===== src/rtl/alu_frame_sequencer_pkg.sv =====
// Shared constants for the ALU frame sequencer: one-hot state encodings,
// supported ALU opcodes, the error reply byte and an opcode legality helper.
package alu_frame_pkg;

    localparam int NB_STATE = 5;

    localparam logic [NB_STATE-1:0] ST_RX_A  = 5'b00001;
    localparam logic [NB_STATE-1:0] ST_RX_B  = 5'b00010;
    localparam logic [NB_STATE-1:0] ST_RX_OP = 5'b00100;
    localparam logic [NB_STATE-1:0] ST_EXEC  = 5'b01000;
    localparam logic [NB_STATE-1:0] ST_TX    = 5'b10000;

    localparam logic [5:0] OP_ADD = 6'b100000;
    localparam logic [5:0] OP_SUB = 6'b100010;
    localparam logic [5:0] OP_AND = 6'b100100;
    localparam logic [5:0] OP_OR  = 6'b100101;
    localparam logic [5:0] OP_XOR = 6'b100110;
    localparam logic [5:0] OP_SRA = 6'b000011;
    localparam logic [5:0] OP_SRL = 6'b000010;
    localparam logic [5:0] OP_NOR = 6'b100111;

    // Single byte sent back instead of a result when the opcode is rejected.
    localparam logic [7:0] ERR_BYTE = 8'hFF;

    // True for every opcode the ALU implements.
    function automatic logic is_legal_op(input logic [5:0] op);
        case (op)
            OP_ADD, OP_SUB, OP_AND, OP_OR,
            OP_XOR, OP_SRA, OP_SRL, OP_NOR: is_legal_op = 1'b1;
            default:                        is_legal_op = 1'b0;
        endcase
    endfunction

endpackage


===== src/rtl/alu.sv =====
// Combinational ALU. Unsupported opcodes produce zero.
module alu
    import alu_frame_pkg::*;
#(
    parameter int N_BITS_DATA = 8,
    parameter int N_BITS_OP   = 6
) (
    input  logic [N_BITS_DATA-1:0] i_data_a,
    input  logic [N_BITS_DATA-1:0] i_data_b,
    input  logic [N_BITS_OP-1:0]   i_op,
    output logic [N_BITS_DATA-1:0] o_data
);

    logic [5:0] w_op;

    assign w_op = 6'(i_op);

    // Opcode decode; shifts use the whole B operand as the shift amount.
    always_comb begin
        case (w_op)
            OP_ADD:  o_data = i_data_a + i_data_b;
            OP_SUB:  o_data = i_data_a - i_data_b;
            OP_AND:  o_data = i_data_a & i_data_b;
            OP_OR:   o_data = i_data_a | i_data_b;
            OP_XOR:  o_data = i_data_a ^ i_data_b;
            OP_SRA:  o_data = $signed(i_data_a) >>> i_data_b;
            OP_SRL:  o_data = i_data_a >> i_data_b;
            OP_NOR:  o_data = ~(i_data_a | i_data_b);
            default: o_data = '0;
        endcase
    end

endmodule


===== src/rtl/frame_timeout.sv =====
// Inter-byte idle counter. Counts enabled cycles since the last clear and
// pulses o_expire in the cycle the count would reach TIMEOUT_CYCLES.
// A clear in the same cycle wins over expiry. TIMEOUT_CYCLES=0 disables it.
module frame_timeout #(
    parameter int TIMEOUT_CYCLES = 1000000
) (
    input  logic i_clock,
    input  logic i_reset,
    input  logic i_enable,
    input  logic i_clear,
    output logic o_expire
);

    localparam int NB_COUNT = (TIMEOUT_CYCLES > 0) ? $clog2(TIMEOUT_CYCLES + 1) : 1;

    generate
        if (TIMEOUT_CYCLES > 0) begin : g_count
            localparam logic [NB_COUNT-1:0] LAST = NB_COUNT'(TIMEOUT_CYCLES - 1);

            logic [NB_COUNT-1:0] r_count;
            logic                w_hit;

            assign w_hit    = i_enable && !i_clear && (r_count == LAST);
            assign o_expire = w_hit;

            // Idle-cycle count; restarts on any byte, on expiry or when disabled.
            always_ff @(posedge i_clock or posedge i_reset) begin
                // NOTE: sequential state uses non-blocking assignments so every
                // flop samples pre-edge values regardless of statement order.
                if (i_reset) begin
                    r_count <= '0;
                end else if (i_clear || w_hit || !i_enable) begin
                    r_count <= '0;
                end else begin
                    r_count <= r_count + NB_COUNT'(1);
                end
            end
        end else begin : g_off
            assign o_expire = 1'b0;
        end
    endgenerate

endmodule


===== src/rtl/alu_frame_sequencer.sv =====
// ALU frame sequencer: collects little-endian operands A and B plus an opcode
// byte from the UART RX stream, runs the ALU for one cycle and streams the
// result LSB byte first over a valid/ready TX handshake. Frames stalled for
// TIMEOUT_CYCLES idle clocks are abandoned.
// Optional build macro ALU_FRAME_OPCODE_CHECK_EN: reject unsupported opcodes
// with an o_err pulse and a single ERR_BYTE reply instead of a result.
module alu_frame_sequencer
    import alu_frame_pkg::*;
#(
    parameter int NB_BYTE        = 8,
    parameter int NB_DATA        = 16,
    parameter int NB_OP          = 6,
    parameter int TIMEOUT_CYCLES = 1000000
) (
    input  logic               i_clock,
    input  logic               i_reset,
    input  logic               i_rx_valid,
    input  logic [NB_BYTE-1:0] i_rx_data,
    output logic [NB_BYTE-1:0] o_tx_data,
    output logic               o_tx_valid,
    input  logic               i_tx_ready,
    output logic               o_busy,
    output logic               o_timeout,
    output logic               o_err
);

    localparam int NBYTES = NB_DATA / NB_BYTE;
    localparam int NB_IDX = (NBYTES > 1) ? $clog2(NBYTES) : 1;
    localparam logic [NB_IDX-1:0] LAST_IDX = NB_IDX'(NBYTES - 1);

    logic [NB_STATE-1:0] r_state;
    logic [NB_STATE-1:0] w_next_state;
    logic [NB_IDX-1:0]   r_index;
    logic [NB_DATA-1:0]  r_data_a;
    logic [NB_DATA-1:0]  r_data_b;
    logic [NB_OP-1:0]    r_op;
    logic [NB_DATA-1:0]  r_result;
    logic                r_tx_valid;
    logic                r_timeout;

    logic [NB_DATA-1:0]  w_alu_result;
    logic                w_rx_state;
    logic                w_rx_accept;
    logic                w_tx_accept;
    logic                w_index_last;
    logic                w_tx_last;
    logic                w_op_legal;
    logic                w_to_enable;
    logic                w_to_expire;

`ifdef ALU_FRAME_OPCODE_CHECK_EN
    logic                r_err;
    logic                r_err_frame;

    assign w_op_legal = is_legal_op(6'(i_rx_data[NB_OP-1:0]));
    assign w_tx_last  = r_err_frame || w_index_last;
`else
    assign w_op_legal = 1'b1;
    assign w_tx_last  = w_index_last;
`endif

    assign w_rx_state   = (r_state == ST_RX_A) || (r_state == ST_RX_B) || (r_state == ST_RX_OP);
    assign w_rx_accept  = i_rx_valid && w_rx_state;
    assign w_tx_accept  = r_tx_valid && i_tx_ready;
    assign w_index_last = (r_index == LAST_IDX);

    // The idle counter only runs once the current frame has started.
    assign w_to_enable  = ((r_state == ST_RX_A) && (r_index != '0)) ||
                          (r_state == ST_RX_B) || (r_state == ST_RX_OP);

    alu #(
        .N_BITS_DATA (NB_DATA),
        .N_BITS_OP   (NB_OP)
    ) u_alu (
        .i_data_a (r_data_a),
        .i_data_b (r_data_b),
        .i_op     (r_op),
        .o_data   (w_alu_result)
    );

    frame_timeout #(
        .TIMEOUT_CYCLES (TIMEOUT_CYCLES)
    ) u_timeout (
        .i_clock  (i_clock),
        .i_reset  (i_reset),
        .i_enable (w_to_enable),
        .i_clear  (w_rx_accept),
        .o_expire (w_to_expire)
    );

    // State register.
    always_ff @(posedge i_clock or posedge i_reset) begin
        if (i_reset) begin
            r_state <= ST_RX_A;
        end else begin
            r_state <= w_next_state;
        end
    end

    // Next-state logic; unknown encodings fall back to RX_A.
    always_comb begin
        // NOTE: default assignment first so no path through the block can
        // leave the signal unassigned and infer a latch.
        w_next_state = r_state;
        if (w_to_expire) begin
            w_next_state = ST_RX_A;
        end else begin
            case (r_state)
                ST_RX_A:  if (i_rx_valid && w_index_last) w_next_state = ST_RX_B;
                ST_RX_B:  if (i_rx_valid && w_index_last) w_next_state = ST_RX_OP;
                ST_RX_OP: if (i_rx_valid) w_next_state = w_op_legal ? ST_EXEC : ST_TX;
                ST_EXEC:  w_next_state = ST_TX;
                ST_TX:    if (w_tx_accept && w_tx_last) w_next_state = ST_RX_A;
                default:  w_next_state = ST_RX_A;
            endcase
        end
    end

    // Datapath: operand capture, result latch, byte index and TX valid.
    always_ff @(posedge i_clock or posedge i_reset) begin
        if (i_reset) begin
            r_index    <= '0;
            r_data_a   <= '0;
            r_data_b   <= '0;
            r_op       <= '0;
            r_result   <= '0;
            r_tx_valid <= 1'b0;
            r_timeout  <= 1'b0;
`ifdef ALU_FRAME_OPCODE_CHECK_EN
            r_err       <= 1'b0;
            r_err_frame <= 1'b0;
`endif
        end else begin
            r_timeout <= w_to_expire;
`ifdef ALU_FRAME_OPCODE_CHECK_EN
            r_err <= 1'b0;
`endif
            if (w_to_expire) begin
                r_index <= '0;
            end else begin
                case (r_state)
                    ST_RX_A: begin
                        if (i_rx_valid) begin
                            r_data_a[int'(r_index) * NB_BYTE +: NB_BYTE] <= i_rx_data;
                            r_index <= w_index_last ? '0 : r_index + NB_IDX'(1);
                        end
                    end
                    ST_RX_B: begin
                        if (i_rx_valid) begin
                            r_data_b[int'(r_index) * NB_BYTE +: NB_BYTE] <= i_rx_data;
                            r_index <= w_index_last ? '0 : r_index + NB_IDX'(1);
                        end
                    end
                    ST_RX_OP: begin
                        if (i_rx_valid) begin
                            r_op <= i_rx_data[NB_OP-1:0];
`ifdef ALU_FRAME_OPCODE_CHECK_EN
                            r_err       <= !w_op_legal;
                            r_err_frame <= !w_op_legal;
`endif
                        end
                    end
                    ST_EXEC: begin
                        r_result <= w_alu_result;
                    end
                    ST_TX: begin
                        // First TX cycle presents byte 0; later cycles advance on accept.
                        if (!r_tx_valid) begin
                            r_tx_valid <= 1'b1;
                        end else if (w_tx_accept) begin
                            if (w_tx_last) begin
                                r_index    <= '0;
                                r_tx_valid <= 1'b0;
                            end else begin
                                r_index <= r_index + NB_IDX'(1);
                            end
                        end
                    end
                    default: begin
                        r_index    <= '0;
                        r_tx_valid <= 1'b0;
                    end
                endcase
            end
        end
    end

    // Output decode from registered state; o_tx_data holds while not accepted.
    always_comb begin
        o_tx_valid = r_tx_valid;
        o_busy     = (r_state == ST_EXEC) || (r_state == ST_TX);
        o_timeout  = r_timeout;
        o_tx_data  = '0;
        if (r_tx_valid) begin
            o_tx_data = r_result[int'(r_index) * NB_BYTE +: NB_BYTE];
        end
`ifdef ALU_FRAME_OPCODE_CHECK_EN
        o_err = r_err;
        if (r_tx_valid && r_err_frame) begin
            o_tx_data = NB_BYTE'(ERR_BYTE);
        end
`else
        o_err = 1'b0;
`endif
    end

endmodule

===== config.mk =====
export PLATFORM = sky130hd
export DESIGN_NAME = alu_frame_sequencer
export DESIGN_NICKNAME = d
export VERILOG_FILES = /design/src/rtl/alu_frame_sequencer_pkg.sv /design/src/rtl/alu.sv /design/src/rtl/frame_timeout.sv /design/src/rtl/alu_frame_sequencer.sv
export SDC_FILE = /design/constraint.sdc
export NUM_CORES = 1
export LEC_CHECK = 0
export BUFFER_PORTS_ARGS = -buffer_cell sky130_fd_sc_hd__buf_2
export CAP_MARGIN = 20
export CORE_UTILIZATION = 45
export DETAILED_ROUTE_END_ITERATION = 7
export GPL_ROUTABILITY_DRIVEN = 0
export PLACE_DENSITY = 0.7
export SLEW_MARGIN = 20
export SYNTH_ARGS = -nofsm -noshare
export SYNTH_HDL_FRONTEND = slang
export SYNTH_SLANG_ARGS = --single-unit

===== constraint.sdc =====
create_clock -name i_clock -period 3.54 [get_ports i_clock]
set_input_delay 0.177 -clock i_clock [delete_from_list [all_inputs] [get_ports i_clock]]
set_output_delay 0.177 -clock i_clock [all_outputs]
set_load 0.02 [all_outputs]

==> results.md, run 1 <==
- Final setup fails: 0
- Clock Sinks: 82
- Die X-Extent: 128 um
- TritonRoute pass-1 iters: 6
- Pre-CTS setup slack: 0.178 ns
- Hold Crit Class: in2async
- WL final: 20700 um
- F_max: 304 MHz
- Syn nets: 910
- Final ANT Viol Nets: 0
- Maximum vdd ir drop: 0.000330 V
- Sw Share: 0.488
- Slew headroom: 0.512
- DP Wirelength: 15600 um
- Nets: 922
- Antenna diodes: 0
- Layout fillers: 1459
- Post-synth EDFFs: 0
- Most frequent cells in the layout: nand2_1, dfrtp_1, nor2_1
- Critical path arrival: 3.51 ns
- Cell internal pwr: 3.42 mW
- Mapped Cells: 848
- RSZ-0062 raised after global routing: no
- WP buf/inv: 2
- Hold-fix buffers at CTS: 0
- Skew-Pair Late Insertion Delay: 0.36 ns
- Critical path fanouts, max: 7
- Post-synth ARST share: 1.00
- Core area: 15400 sq um
- CP startpoint kind: flop
- Highest-delay cell along the critical path: or4b_4
- Num CTS Buffers: 9
- FF-to-FF setup slack: 0.26 ns
- Cell Area, Synth: 7200 sq um
- GRT overflow: 0
- Final min period: 3.28 ns
- Part of the cycle the worst path needs: 0.928
- First-pass GRT wire length: 33100 um
- R2r endpoint: r_result[12]$_DFFE_PP0P_
- Slew Viols, Final: 0
- Violated checks: hold timing
- Max clock buf depth: 2
- Hold slack: -0.0585 ns
- Antenna violations before repair: 1
- Critical path's top delay family: compound AO/OA/AOI/OAI gates
- Detailed Route Iter0 Violations: 881
- Share of layout cells above drive strength 1: 0.140
- Ys Warns: 0
- Setup TNS: 0 ns
- Worst-path clk slew: 0.07 ns
- Pin count of the biggest net entering global routing: 61
- Slew @ Worst Pin: 0.731 ns
- Routed wire length per instance: 19.2 um
- Flops & latches, synth: 82
- # Max-Cap Violations: 0
- Top_reg_cell synth: dfrtp_1
- Status: finished, violations left
- Htree depth: 3
- CP Class: reg2reg
- Post-synthesis sequential area ratio: 0.285
- Layout area overhead: 9.16%
- I/O pin cnt: 24
- Comb pwr share: 0.637
- Crit-path max cell delay: 0.53 ns
- Depth of the worst register-to-register path: 12
- Reg2reg start: r_op[3]$_DFFE_PP0P_
- Seq pwr share: 0.227
- Die Span Y: 128 um
- Critical Path RT: 3.76 ns
- Power per cell area: 849 nW/um^2
- Static Leakage: 3.29 nW
- Die area: 16500 sq um
- IO Port Bufs: 22
- Vias post-DR: 6447
- DRC Markers: 0
- Critical Path Sink Type: flop
- Placed Cells: 1060
- Clock skew: 0.00911 ns
- Non-Filler Instances: 1076
- Syn Area/Cell: 8.49 sq um
- TritonCTS clock tree: done
- Site Rows: 45
- Root Buffer Master: clkbuf_16
- Vias per cell: 5.99
- Critical path cell sequence: or4b_4 -> buf_4 -> nor2_1 -> buf_4 -> a31oi_1 -> xnor2_1 -> ha_1 -> a2111oi_0 -> nand3b_1 -> a211oi_1 -> o31ai_1 -> o21ai_0
- GR Util All Layers: 0.264
- Final hold violations: 58
- Worst Slack Setup Final: 0.255 ns
- Top cell by count, worst path: buf_4
- Starting Density: 0.467
- Clock network power share: 0.136
- Most common cell after layout, fill and taps aside: nand2_1
- P_sw: 3.26 mW
- Netlist cell types: 74
- Number of global-route vias before repair: 5879
- Setup repair bufs after CTS: 0
repair_timing:
item,in CTS,in global routing
resized for setup,0,4
endpoints found under the setup margin,0,5
hold endpoints to repair,0,0
stage by stage:
stage	hold slack, ns	power, mW	instance area, sq um	utilization
finish	-0.0585	6.68	7860	0.509
global route	0.0163	7.16	7860	0.509
CTS	0.0581	6.54	7850	0.509
detailed placement	0.444	5.60	7570	0.491
global placement	0.442	5.56	7570	0.491
floorplan	0.282	4.55	7200	-
cell type report:
cell class	instances	area, sq um	share of cell area
flip-flops and latches	82	2050	0.261
clock inverters	5	38.8	0.00493
clock buffers	11	243	0.0309
well taps	211	264	0.0336
repair buffers	51	328	0.0417
inverters	39	149	0.0189
multi-input cells	677	4780	0.609
metal layers:
| layer | wire length [um] | up-vias | global-route usage |
|---|---|---|---|
| li1 | - | 3078 | - |
| met1 | 9150 | 2992 | 0.382 |
| met2 | 8430 | 328 | 0.362 |
| met3 | 2250 | 47 | 0.0678 |
| met4 | 849 | 2 | 0.127 |
| met5 | 14 | - | 0 |
sequential cells by signal (all words and copies together), names as in the netlist:
signal,cells
r_data_a,16
r_data_b,16
u_timeout.g_count.r_count,20
r_op,6
r_result,16
r_index,1
o_timeout,1
r_state,5
o_tx_valid,1
worst max-delay path by stage:
stage | to | startpoint | slack (ns) | cells past startpoint
after global placement | r_result[12]$_DFFE_PP0P_ | r_op[3]$_DFFE_PP0P_ | 0.26 | 11
final | r_result[12]$_DFFE_PP0P_ | r_op[3]$_DFFE_PP0P_ | 0.26 | 12
after global routing | r_result[12]$_DFFE_PP0P_ | r_op[3]$_DFFE_PP0P_ | 0.01 | 12
after detailed placement | r_result[12]$_DFFE_PP0P_ | r_op[3]$_DFFE_PP0P_ | 0.18 | 11
after floorplan | r_result[11]$_DFFE_PP0P_ | r_op[2]$_DFFE_PP0P_ | 0.17 | 13
after CTS | r_result[12]$_DFFE_PP0P_ | r_op[3]$_DFFE_PP0P_ | 0.12 | 11
synthesized netlist by cell type, drive strengths merged, types with 8 or more instances:
| library cell | n | area share |
|---|---|---|
| dfrtp | 81 | 0.28 |
| nor2b | 16 | 0.014 |
| a31oi | 14 | 0.012 |
| nor2 | 78 | 0.043 |
| nand2 | 90 | 0.047 |
| mux4 | 15 | 0.047 |
| nand3 | 22 | 0.015 |
| mux2 | 20 | 0.031 |
| o211ai | 12 | 0.013 |
| nor4 | 8 | 0.0087 |
| xnor2 | 39 | 0.047 |
| mux2i | 36 | 0.050 |
| o21ai | 64 | 0.046 |
| clkbuf | 33 | 0.018 |
| and3 | 9 | 0.0078 |
| a211oi | 10 | 0.011 |
| nor3 | 16 | 0.013 |
| a21oi | 66 | 0.046 |
| inv | 38 | 0.020 |
| xor2 | 15 | 0.018 |
| ha | 49 | 0.085 |
| buf | 17 | 0.014 |
cell families after synthesis:
logic type      share of synthesized area
simple gates                        0.189
xor+xnor                           0.0657
flops                               0.285
buf+inv                            0.0518
fa+ha+maj                          0.0879
mux                                 0.128
other cells                      0.000521
compound gates                      0.191
power groups by stage:
stage / clock network [mW] / logic [mW] / registers (mW)
after floorplan: 0 / 3.22 / 1.33
after global placement: 0 / 4.05 / 1.51
after detailed placement: 0 / 4.09 / 1.51
after CTS: 0.925 / 4.12 / 1.50
after global routing: 0.966 / 4.66 / 1.54
final: 0.907 / 4.25 / 1.51
Power figures use the tool's default switching activity.
==> inputs of run 2 (changes only) <==
- CORE_UTILIZATION: 45 -> 55
- PLACE_DENSITY: 0.7 -> 0.82
- REMOVE_ABC_BUFFERS: not set -> 1
==> run 2 against run 1 <==
Against the previous run: the run ends with DRC, hold timing left; final cell count is 4.0% lower; setup slack worse by 0.091 ns; non-clock buffer count is 3 lower; critical path type unchanged; critical endpoint is now r_result[15]$_DFFE_PP0P_.
==> results.md, run 2 (synthesis gave the netlist of run 1 again) <==
- Critical path arrival: 3.60 ns (was 3.51 ns)
- RSZ-0062 raised after global routing: no (unchanged)
- IO Port Bufs: 22 (unchanged)
- # Max-Cap Violations: 0 (unchanged)
- Worst Slack Setup Final: 0.165 ns (was 0.255 ns)
- Setup repair bufs after CTS: 0 (unchanged)
- TritonRoute pass-1 iters: 8 (was 6)
- Die X-Extent: 116 um (was 128 um)
- Skew-Pair Late Insertion Delay: 0.35 ns (was 0.36 ns)
- Layout area overhead: 8.51% (was 9.16%)
- Final ANT Viol Nets: 0 (unchanged)
- CP Class: reg2reg (unchanged)
- Part of the cycle the worst path needs: 0.954 (was 0.928)
- I/O pin cnt: 24 (unchanged)
- Layout fillers: 1048 (was 1459)
- Placed Cells: 1018 (was 1060)
- Vias per cell: 6.57 (was 5.99)
- CP startpoint kind: flop (unchanged)
- Root Buffer Master: clkbuf_16 (unchanged)
- Routed wire length per instance: 20.4 um (was 19.2 um)
- Vias post-DR: 6784 (was 6447)
- Pin count of the biggest net entering global routing: 60 (was 61)
- Slew headroom: 0.476 (was 0.512)
- Antenna diodes: 0 (unchanged)
- Crit-path max cell delay: 0.54 ns (was 0.53 ns)
- GR Util All Layers: 0.329 (was 0.264)
- Static Leakage: 3.29 nW (about the same)
- Hold-fix buffers at CTS: 0 (unchanged)
- CP startpoint: r_op[3]$_DFFE_PP0P_ (unchanged)
- Final min period: 3.38 ns (was 3.28 ns)
- Clock skew: 0.0112 ns (was 0.00911 ns)
- DRC Markers: 7 (was 0)
- Critical path's top delay family: simple AND/OR/NAND/NOR gates (was compound AO/OA/AOI/OAI gates)
- Slew @ Worst Pin: 0.779 ns (was 0.731 ns)
- Site Rows: 41 (was 45)
- Die Span Y: 116 um (was 128 um)
- Largest Register: u_timeout.g_count.r_count (unchanged)
- TritonCTS clock tree: done (unchanged)
- Critical Path Sink Type: flop (unchanged)
- Highest-delay cell along the critical path: or4b_4 (unchanged)
- WP buf/inv: 0 (was 2)
- Final Util: 0.617 (was 0.509)
- Max clock buf depth: 2 (unchanged)
- F_max: 296 MHz (was 304 MHz)
- DP Wirelength: 15100 um (was 15600 um)
- Pre-CTS setup slack: 0.183 ns (was 0.178 ns)
- Die area: 13600 sq um (was 16500 sq um)
- Clock Sinks: 82 (unchanged)
- Most common cell after layout, fill and taps aside: nand2_1 (unchanged)
- Worst-path clk slew: 0.07 ns (about the same)
- Num CTS Buffers: 9 (unchanged)
- Maximum vdd ir drop: 0.000323 V (was 0.000330 V)
- Power per cell area: 874 nW/um^2 (was 849 nW/um^2)
- Hold slack: -0.0437 ns (was -0.0585 ns)
- Critical path cell sequence: or4b_4 -> or2_1 -> o21ai_2 -> o21ai_0 -> xnor2_1 -> ha_1 -> and2_1 -> a221o_1 -> nor3_1 -> o2bb2ai_1 -> xnor2_1 -> o21ai_0 (was or4b_4 -> buf_4 -> nor2_1 -> buf_4 -> a31oi_1 -> xnor2_1 -> ha_1 -> a2111oi_0 -> nand3b_1 -> a211oi_1 -> o31ai_1 -> o21ai_0)
- Status: finished, violations left (unchanged)
- Nets: 919 (was 922)
- Share of layout cells above drive strength 1: 0.134 (was 0.140)
- Reg2reg start: r_op[3]$_DFFE_PP0P_ (unchanged)
- First-pass GRT wire length: 33500 um (was 33100 um)
- Antenna violations before repair: 0 (was 1)
- Largest register FFs: 20 (unchanged)
- Starting Density: 0.568 (was 0.467)
- Critical path fanouts, max: 9 (was 7)
- Resized Gates After CTS: 0 (unchanged)
- GRT overflow: 0 (unchanged)
- Core area: 12700 sq um (was 15400 sq um)
- Detailed Route Iter0 Violations: 937 (was 881)
- Non-Filler Instances: 1033 (was 1076)
- Final hold violations: 57 (was 58)
- Htree depth: 3 (unchanged)
- WL final: 21000 um (was 20700 um)
- Number of global-route vias before repair: 6283 (was 5879)
- Final setup fails: 0 (unchanged)
- Slew Viols, Final: 0 (unchanged)
- Hold Crit Class: in2async (unchanged)
- Most frequent cells in the layout: nand2_1, dfrtp_1, nor2_1 (unchanged)
- Critical Path RT: 3.77 ns (was 3.76 ns)
- Violated checks: DRC, hold timing (was hold timing)
- Total power: 6.83 mW (was 6.68 mW)
-- run 2: path summary, 6_finish.rpt --
| kind | endpoint | slack (ns) | cells after the start |
|---|---|---|---|
| setup / recovery | r_result[15]$_DFFE_PP0P_ | 0.16 | 12 |
| hold / removal | r_data_a[0]$_DFFE_PP0P_ | -0.04 | 2 |
| setup reg to reg | r_result[15]$_DFFE_PP0P_ | 0.16 | 12 |
| hold reg to reg | u_timeout.g_count.r_count[0]$_DFF_PP0_ | 0.50 | 1 |
| max in group asynchronous | r_data_a[6]$_DFFE_PP0P_ | 2.79 | 3 |
| min in group i_clock | r_op[0]$_DFFE_PP0P_ | 0.10 | 3 |
-- run 2: worst register-to-register path: cells and delay by family, from the launching register on --
family / cells / cell delay, ns
compound gates: 5 / 0.88
xor+xnor: 2 / 0.27
fa+ha+maj: 1 / 0.36
flops: 1 / 0.42
simple gates: 4 / 1.32
-- run 2: layout make-up --
class,instances,area (sq um),area share
flip-flops and latches,82,2050,0.263
repair buffers,48,305,0.0391
inverters,39,149,0.0191
well taps,172,215,0.0275
clock buffers,9,225,0.0288
clock inverters,6,90.1,0.0115
multi-input cells,677,4780,0.611
-- run 2: per-layer routing --
metal / vias up / share of wire / global-route usage
li1: 3057 / - / -
met1: 3162 / 0.42 / 0.452
met2: 457 / 0.41 / 0.471
met3: 108 / 0.12 / 0.0965
met4: 0 / 0.054 / 0.161
met5: - / 0 / 0
-- run 2: through the flow --
| step | TNS, ns | hold WS [ns] | instance area (sq um) |
|---|---|---|---|
| floorplan | -4.98 | 0.274 | 6970 |
| detailed placement | 0 | 0.442 | 7500 |
| global route | 0 | 0.0273 | 7810 |
| finish | 0 | -0.0437 | 7810 |
| CTS | 0 | 0.0802 | 7810 |
| global placement | 0 | 0.442 | 7500 |
-- run 2: where the power goes --
part / leakage [nW] / internal (mW) / total (mW) / switching (mW)
combinational: 2.03 / 1.77 / 4.25 / 2.48
sequential: 1.10 / 1.12 / 1.56 / 0.445
clock: 0.152 / 0.616 / 1.01 / 0.398
==> inputs of run 3 (changes only) <==
- CORE_UTILIZATION: 55 -> 30
- CTS_CLUSTER_DIAMETER: not set -> 40
- PLACE_DENSITY: 0.82 -> 0.53
==> run 3 against run 2 <==
Against the previous run: the run now ends clean; wire length up 9.5%; via count is 4.0% lower; setup slack improved by 0.042 ns; die area rose by 82%; non-clock buffer count is 10 higher; combinational power increased by 1%; worst hold slack better by 0.14 ns; sequential cell count stayed put; largest power group unchanged.
==> results.md, run 3 (synthesis gave the netlist of run 1 again) <==
- Routed wire length per instance: 19.3 um (was 20.4 um)
- TritonRoute pass-1 iters: 5 (was 8)
- TritonCTS clock tree: done (unchanged)
- Critical Path Sink Type: flop (unchanged)
- Final Util: 0.343 (was 0.617)
- Clock skew: 0.0120 ns (was 0.0112 ns)
- Root Buffer Master: clkbuf_16 (unchanged)
- Part of the cycle the worst path needs: 0.942 (was 0.954)
- Hold Startpoint: i_rx_data[7]
- Largest register FFs: 20 (unchanged)
- Share of layout cells above drive strength 1: 0.144 (was 0.134)
- Layout fillers: 2475 (was 1048)
- Seq pwr share: 0.229 (about the same)
- Clock network power share: 0.136 (was 0.148)
- Pre-CTS setup slack: 0.253 ns (was 0.183 ns)
- Htree depth: 3 (unchanged)
- Reg2reg start: r_op[3]$_DFFE_PP0P_ (unchanged)
- Slew @ Worst Pin: 0.769 ns (was 0.779 ns)
- P_sw: 3.33 mW (was 3.32 mW)
- Maximum vdd ir drop: 0.000330 V (was 0.000323 V)
- Max clock buf depth: 2 (unchanged)
- Num CTS Buffers: 9 (unchanged)
- R2r endpoint: r_result[10]$_DFFE_PP0P_ (was r_result[15]$_DFFE_PP0P_)
- Worst Slack Setup Final: 0.207 ns (was 0.165 ns)
- Cell internal pwr: 3.44 mW (was 3.51 mW)
- Critical path fanouts, max: 7 (was 9)
- Critical path's top delay family: simple AND/OR/NAND/NOR gates (unchanged)
- Core area: 23500 sq um (was 12700 sq um)
- Status: completed (was finished, violations left)
- GRT overflow: 0 (unchanged)
- Detailed Route Iter0 Violations: 628 (was 937)
- Largest Register: u_timeout.g_count.r_count (unchanged)
- Layout area overhead: 11.7% (was 8.51%)
- Highest-delay cell along the critical path: or4b_4 (unchanged)
- Nets: 929 (was 919)
- Pin count of the biggest net entering global routing: 38 (was 60)
- CP startpoint kind: flop (unchanged)
- Vias per cell: 5.47 (was 6.57)
- Setup repair bufs after CTS: 0 (unchanged)
- Slew Viols, Final: 0 (unchanged)
- Critical path cell sequence: or4b_4 -> buf_4 -> nor2_1 -> buf_4 -> nor2_1 -> xnor2_1 -> ha_1 -> a21o_1 -> and4_1 -> o21ai_0 -> a21boi_0 -> mux2i_1 -> a21oi_1 (was or4b_4 -> or2_1 -> o21ai_2 -> o21ai_0 -> xnor2_1 -> ha_1 -> and2_1 -> a221o_1 -> nor3_1 -> o2bb2ai_1 -> xnor2_1 -> o21ai_0)
- Number of global-route vias before repair: 6028 (was 6283)
- CP Class: reg2reg (unchanged)
- Die area: 24600 sq um (was 13600 sq um)
- Starting Density: 0.307 (was 0.568)
- RSZ-0062 raised after global routing: no (unchanged)
- Crit-path max cell delay: 0.53 ns (was 0.54 ns)
- Final min period: 3.33 ns (was 3.38 ns)
- Hold Crit Endpoint: r_data_a[15]$_DFFE_PP0P_
- IO Port Bufs: 22 (unchanged)
- Sw Share: 0.492 (was 0.486)
- Worst-path clk slew: 0.07 ns (about the same)
- Die X-Extent: 157 um (was 116 um)
- Comb pwr share: 0.636 (was 0.623)
- Most frequent cells in the layout: nand2_1, dfrtp_1, nor2_1 (unchanged)
- WP buf/inv: 2 (was 0)
- Hold Crit Class: in2reg (was in2async)
- DRC Markers: 0 (was 7)
- Antenna violations before repair: 0 (unchanged)
- I/O pin cnt: 24 (unchanged)
- Depth of the worst register-to-register path: 13 (was 12)
- Site Rows: 56 (was 41)
- WL final: 23000 um (was 21000 um)
- Final ANT Viol Nets: 0 (unchanged)
- Skew-Pair Late Insertion Delay: 0.35 ns (about the same)
- First-pass GRT wire length: 36300 um (was 33500 um)
- Critical path arrival: 3.55 ns (was 3.60 ns)
- CP startpoint: r_op[3]$_DFFE_PP0P_ (unchanged)
- F_max: 300 MHz (was 296 MHz)
- Final setup fails: 0 (unchanged)
- Final hold violations: 0 (was 57)
- Die Span Y: 157 um (was 116 um)
- # Max-Cap Violations: 0 (unchanged)
- Clock Sinks: 82 (unchanged)
- Power per cell area: 842 nW/um^2 (was 874 nW/um^2)
- GR Util All Layers: 0.195 (was 0.329)
- FF-to-FF setup slack: 0.21 ns (was 0.16 ns)
- WHS Path Cells: 3
- Critical Path RT: 3.76 ns (was 3.77 ns)
- Slew headroom: 0.487 (was 0.476)
- Antenna diodes: 0 (unchanged)
- Most common cell after layout, fill and taps aside: nand2_1 (unchanged)
- Vias post-DR: 6512 (was 6784)
- Static Leakage: 3.31 nW (was 3.29 nW)
- DP Wirelength: 17700 um (was 15100 um)
run 3: cell count changes in the layout (fill, tap and decap cells not counted), sizes merged:
cell,before,now
buf,48,57
bufinv,2,0
clkbuf,9,11
clkinvlp,1,2
dlygate4sd3,0,1
run 3: layout make-up:
cell class | count | area, sq um | area share
inverter | 39 | 148 | 0.0184
sequential | 82 | 2050 | 0.255
tap | 319 | 399 | 0.0496
timing repair buffer | 58 | 383 | 0.0476
clock buffer | 11 | 243 | 0.0302
clock inverter | 5 | 37.5 | 0.00467
multi-input combinational | 677 | 4780 | 0.594
run 3: what timing repair did:
action,in CTS,in global routing
endpoints found under the setup margin,0,3
endpoints found under the hold margin,12,0
hold buffers,1,0
gates resized for setup,0,3
run 3: worst max path at each step:
stage | to | cells after the start
2_1_floorplan | r_result[11]$_DFFE_PP0P_ | 10
3_3_place_gp | r_result[10]$_DFFE_PP0P_ | 11
3_5_place_dp | r_result[10]$_DFFE_PP0P_ | 11
4_1_cts | r_result[10]$_DFFE_PP0P_ | 11
5_1_grt | r_result[15]$_DFFE_PP0P_ | 11
6_report | r_result[10]$_DFFE_PP0P_ | 13
run 3: stage by stage:
step           instances  power [mW]  cell area, sq um  hold WS, ns  setup TNS [ns]
2_1_floorplan        798        4.45              6970        0.274           -4.98
3_3_place_gp        1174        5.73              7750        0.114               0
3_5_place_dp        1174        5.73              7750        0.119               0
4_1_cts             1191        6.70              8040       0.0899               0
5_1_grt             1191        7.28              8050        0.106               0
6_report            1191        6.77              8050       0.0969               0
run 3: tightest hold or removal path, delay by kind of cell:
family | cells | cell delay [ns]
AO/OA/AOI/OAI | 1 | 0.06
buffers and inverters | 1 | 0.12
AND/OR/NAND/NOR | 1 | 0.05
run 3: metal layers:
metal  GRT usage  part of all wire  wire (um)  up-vias
met2       0.281              0.42       9590      251
met4      0.0658             0.032        743        0
met3      0.0355             0.076       1740       57
met5           0                 0          0        -
li1            -                 -          -     3088
met1       0.287              0.48      11000     3116
run 3: power by group through the flow:
stage	Combinational (mW)	Sequential, mW	Clock [mW]
floorplan	2.95	1.50	0
global placement	4.18	1.55	0
detailed placement	4.18	1.55	0
CTS	4.21	1.54	0.947
global route	4.72	1.58	0.981
finish	4.30	1.55	0.919
